[config.mk]
export PLATFORM = sky130hd
export DESIGN_NAME = prbs31_word_gen
export DESIGN_NICKNAME = d
export VERILOG_FILES = /design/src/rtl/prbs_link_pkg.sv /design/src/rtl/prbs31_word_gen.sv
export SDC_FILE = /design/constraint.sdc
export NUM_CORES = 1
export LEC_CHECK = 0
export BUFFER_PORTS_ARGS = -buffer_cell sky130_fd_sc_hd__buf_2
export CAP_MARGIN = 20
export CELL_PAD_IN_SITES_DETAIL_PLACEMENT = 0
export CELL_PAD_IN_SITES_GLOBAL_PLACEMENT = 1
export CORE_ASPECT_RATIO = 1.5
export CORE_MARGIN = 5
export CORE_UTILIZATION = 18
export DETAILED_ROUTE_END_ITERATION = 12
export GPL_TIMING_DRIVEN = 0
export PLACE_DENSITY_LB_ADDON = 0.1
export SYNTH_ARGS = -nofsm -noshare
export SYNTH_HDL_FRONTEND = slang
export SYNTH_SLANG_ARGS = --single-unit
[constraint.sdc]
create_clock -name vclk -period 1.1
set_input_delay 0.165 -clock vclk [all_inputs]
set_output_delay 0.165 -clock vclk [all_outputs]
set_load 0.02 [all_outputs]
[src/rtl/prbs_link_pkg.sv]
// Shared types and helpers for the PRBS-31 link checker: FSM states,
// generator tap positions and a saturating 32-bit add for the status counters.
package prbs_link_pkg;

    typedef enum logic [1:0] {
        IDLE,
        SEARCH,
        LOCKED
    } linkState_e;

    localparam int PRBS_TAP_A = 30;
    localparam int PRBS_TAP_B = 27;

    localparam logic [31:0] CNT_MAX = 32'hFFFF_FFFF;

    function automatic logic [31:0] satAdd32(input logic [31:0] a, input logic [31:0] b);
        logic [32:0] sum;
        sum = {1'b0, a} + {1'b0, b};
        return sum[32] ? CNT_MAX : sum[31:0];
    endfunction

endpackage

[src/rtl/prbs31_word_gen.sv]
// Combinational PRBS-31 (x^31 + x^28 + 1) word generator: advances a 31-bit
// state DATA_W serial steps, word MSB produced first.
module prbs31_word_gen
    import prbs_link_pkg::*;
#(
    parameter int DATA_W = 64
) (
    input  logic [30:0]       state_i,
    output logic [DATA_W-1:0] word_o,
    output logic [30:0]       next_o
);

    logic [30:0] lfsr;
    logic        fbBit;

    always_comb begin
        lfsr   = state_i;
        fbBit  = 1'b0;
        word_o = '0;
        for (int i = DATA_W - 1; i >= 0; i--) begin
            fbBit     = lfsr[PRBS_TAP_A] ^ lfsr[PRBS_TAP_B];
            lfsr      = {lfsr[29:0], fbBit};
            word_o[i] = fbBit;
        end
        next_o = lfsr;
    end

endmodule

==> impl_results.rst <==
.. list-table::
   :header-rows: 1

   * - Metric
     - Value
   * - Run status
     - complete, but fails checks
   * - Failing checks
     - setup timing
   * - P per Cell Area
     - 913.7 mW/mm^2
   * - Crit Path Category
     - input port to output pin
   * - VDD IR max
     - 0.3389 mV
   * - Shortest period the worst path allows
     - 1101 ps
   * - Final ANT Viol Nets
     - 0
   * - Cell Area, Synth
     - 840.8 um^2
   * - Initial core utilization
     - 0.1851
   * - Drt first-iter violations
     - 16
   * - Routed Wire Length
     - 3222 um
   * - Slew at the pin closest to its max-slew limit
     - 254.0 ps
   * - Number of vias in the routed layout
     - 1025
   * - Worst setup slack after placement
     - -245.6 ps
   * - Number of clock buffers in the layout
     - 0
   * - CP endpoint kind
     - output pin
   * - DRC
     - 0
   * - Number of hold-slack violations in the final timing report
     - 0
   * - Total global routing track utilization
     - 0.09178
   * - Maximum number of pins on one net before global-route repair
     - 6
   * - Core utilization of the finished layout
     - 0.4118
   * - Post-placement cell count
     - 290
   * - Vias in the first global route
     - 1004
   * - GRT Residual Overflow
     - 0
   * - Data required, critical path
     - 940 ps
   * - Layout Nets
     - 258
   * - Unrepaired setup endpoints after global routing
     - true
   * - Num sequential
     - 0
   * - Number of antenna violations at the first check in global routing
     - 0
   * - Lkg Pwr
     - 1.030 nW
   * - Number of cell rows
     - 30
   * - Total Die Area
     - 0.006166 mm^2
   * - Routed wire per std cell
     - 11.15 um
   * - Final period util
     - 1.001
   * - Count of antenna diodes in the layout
     - 0
   * - Number of optimization iterations in the first detailed-route pass
     - 2
   * - Avg Synthesized Cell Area
     - 8.325 um^2
   * - Number of max-slew violations in the final report
     - 0
   * - DP HPWL
     - 2917 um
   * - Critical path launch point type
     - input port
   * - Count of synthesis-stage warnings from yosys
     - 0
   * - Growth of design area from synthesis to finish
     - 122.5%
   * - Cell count after synthesis
     - 101
   * - Fraction of layout instances using a drive strength above 1
     - 0.7778
   * - Routability congestion estimate from global placement
     - 0.6977
   * - Count of buffers inserted at the top-level ports
     - 125
   * - Register cell area after layout
     - 0 um^2
   * - Final WS setup
     - -0.7530 ps
   * - Critical path data arrival time
     - 940 ps
   * - Fill cell instance count of the final layout
     - 480
   * - Maximum fanout encountered on the critical timing path
     - 3
   * - Worst hold path startpoint
     - state_i[30]
   * - Top-level I/O count
     - 126
   * - DIE WIDTH
     - 65.81 um
   * - Area inside the core boundary
     - 0.004542 mm^2
   * - Sequential share of the synthesized area
     - 0
   * - Path class of the lowest-slack min-delay path
     - input port to output pin
   * - Die H
     - 93.71 um
   * - Finished Layout Cells
     - 289
   * - Worst Setup SP
     - state_i[23]
   * - Relative slew slack
     - 0.8304
   * - First-pass GRT wire length
     - 4671 um
   * - Post-Route Hold Slack
     - 627.8 ps
   * - Number of setup violations in the final report
     - 1
   * - Distinct cell type count after synthesis
     - 7
   * - Via density per instance
     - 3.547
   * - Net count after synthesis
     - 132
   * - Number of max-cap violations
     - 0
   * - Achievable frequency
     - 0.9085 GHz
## synthesized netlist by cell type
| master | number | area share |
|---|---|---|
| sky130_fd_sc_hd__buf_2 | 1 | 0.0059 |
| sky130_fd_sc_hd__buf_4 | 32 | 0.29 |
| sky130_fd_sc_hd__inv_1 | 3 | 0.013 |
| sky130_fd_sc_hd__xnor2_1 | 11 | 0.11 |
| sky130_fd_sc_hd__xnor2_2 | 1 | 0.019 |
| sky130_fd_sc_hd__xor2_1 | 52 | 0.54 |
| sky130_fd_sc_hd__xor2_2 | 1 | 0.019 |
## final cells by class
type | instances | area, um^2 | area share
timing repair buffer | 127 | 758.2 | 0.4054
buffer | 30 | 226.5 | 0.1211
tap | 64 | 80.08 | 0.04281
multi-input combinational | 65 | 794.5 | 0.4248
inverter | 3 | 11.26 | 0.006020
## worst max-delay path: stages
cell and delay (ps):
sky130_fd_sc_hd__buf_12 110, sky130_fd_sc_hd__xor2_4 260, sky130_fd_sc_hd__xor2_4 190, sky130_fd_sc_hd__buf_6 110, sky130_fd_sc_hd__buf_6 100
## layer usage
layer | share of wire | GRT usage
met5 | 0 | 0
met4 | 0 | 0
met3 | 0.14 | 0.02874
met2 | 0.59 | 0.2000
met1 | 0.27 | 0.08151
## stage by stage
| step | power, mW | instance area, um^2 | setup TNS (ps) |
|---|---|---|---|
| 2_1_floorplan | 1.027 | 964.7 | -69.56 |
| 3_3_place_gp | 1.598 | 1670 | -2053 |
| 3_5_place_dp | 1.591 | 1670 | -2273 |
| 4_1_cts | 1.716 | 1838 | -12.12 |
| 5_1_grt | 1.821 | 1871 | -110.9 |
| 6_report | 1.709 | 1871 | -0.7530 |
## cells by family (layout without fill, tap and decap cells)
family | count (synthesis) | after routing | share of synthesized area
xor+xnor | 65 | 65 | 0.6950
buf+inv | 36 | 160 | 0.3051
## what timing repair did
action                                  CTS  global route
setup buffers                             1             1
endpoints found under the setup margin   19            10
hold buffers                              0             0
pin swaps                                 9             7
gates resized for setup                  37            11
## placed cells by master (no fill, tap or decap)
master,n
sky130_fd_sc_hd__buf_12,2
sky130_fd_sc_hd__inv_1,3
sky130_fd_sc_hd__xnor2_4,3
sky130_fd_sc_hd__buf_8,1
sky130_fd_sc_hd__xor2_1,44
sky130_fd_sc_hd__buf_2,107
sky130_fd_sc_hd__xor2_2,4
sky130_fd_sc_hd__xor2_4,5
sky130_fd_sc_hd__buf_6,11
sky130_fd_sc_hd__buf_4,36
sky130_fd_sc_hd__xnor2_2,6
sky130_fd_sc_hd__xnor2_1,3
## worst paths after layout
path                      to  slack (ps)  depth (start not counted)
hold / removal    word_o[32]         630                          3
setup / recovery   word_o[3]        -0.8                          5
## report_power, final
| group | switching (mW) | total (mW) | internal [mW] | leakage, nW |
|---|---|---|---|---|
| sequential | 0 | 0 | 0 | 0 |
| clock | 0 | 0 | 0 | 0 |
| combinational | 0.976 | 1.71 | 0.733 | 1.03 |
No activity file was read; power rests on OpenSTA's default activity.
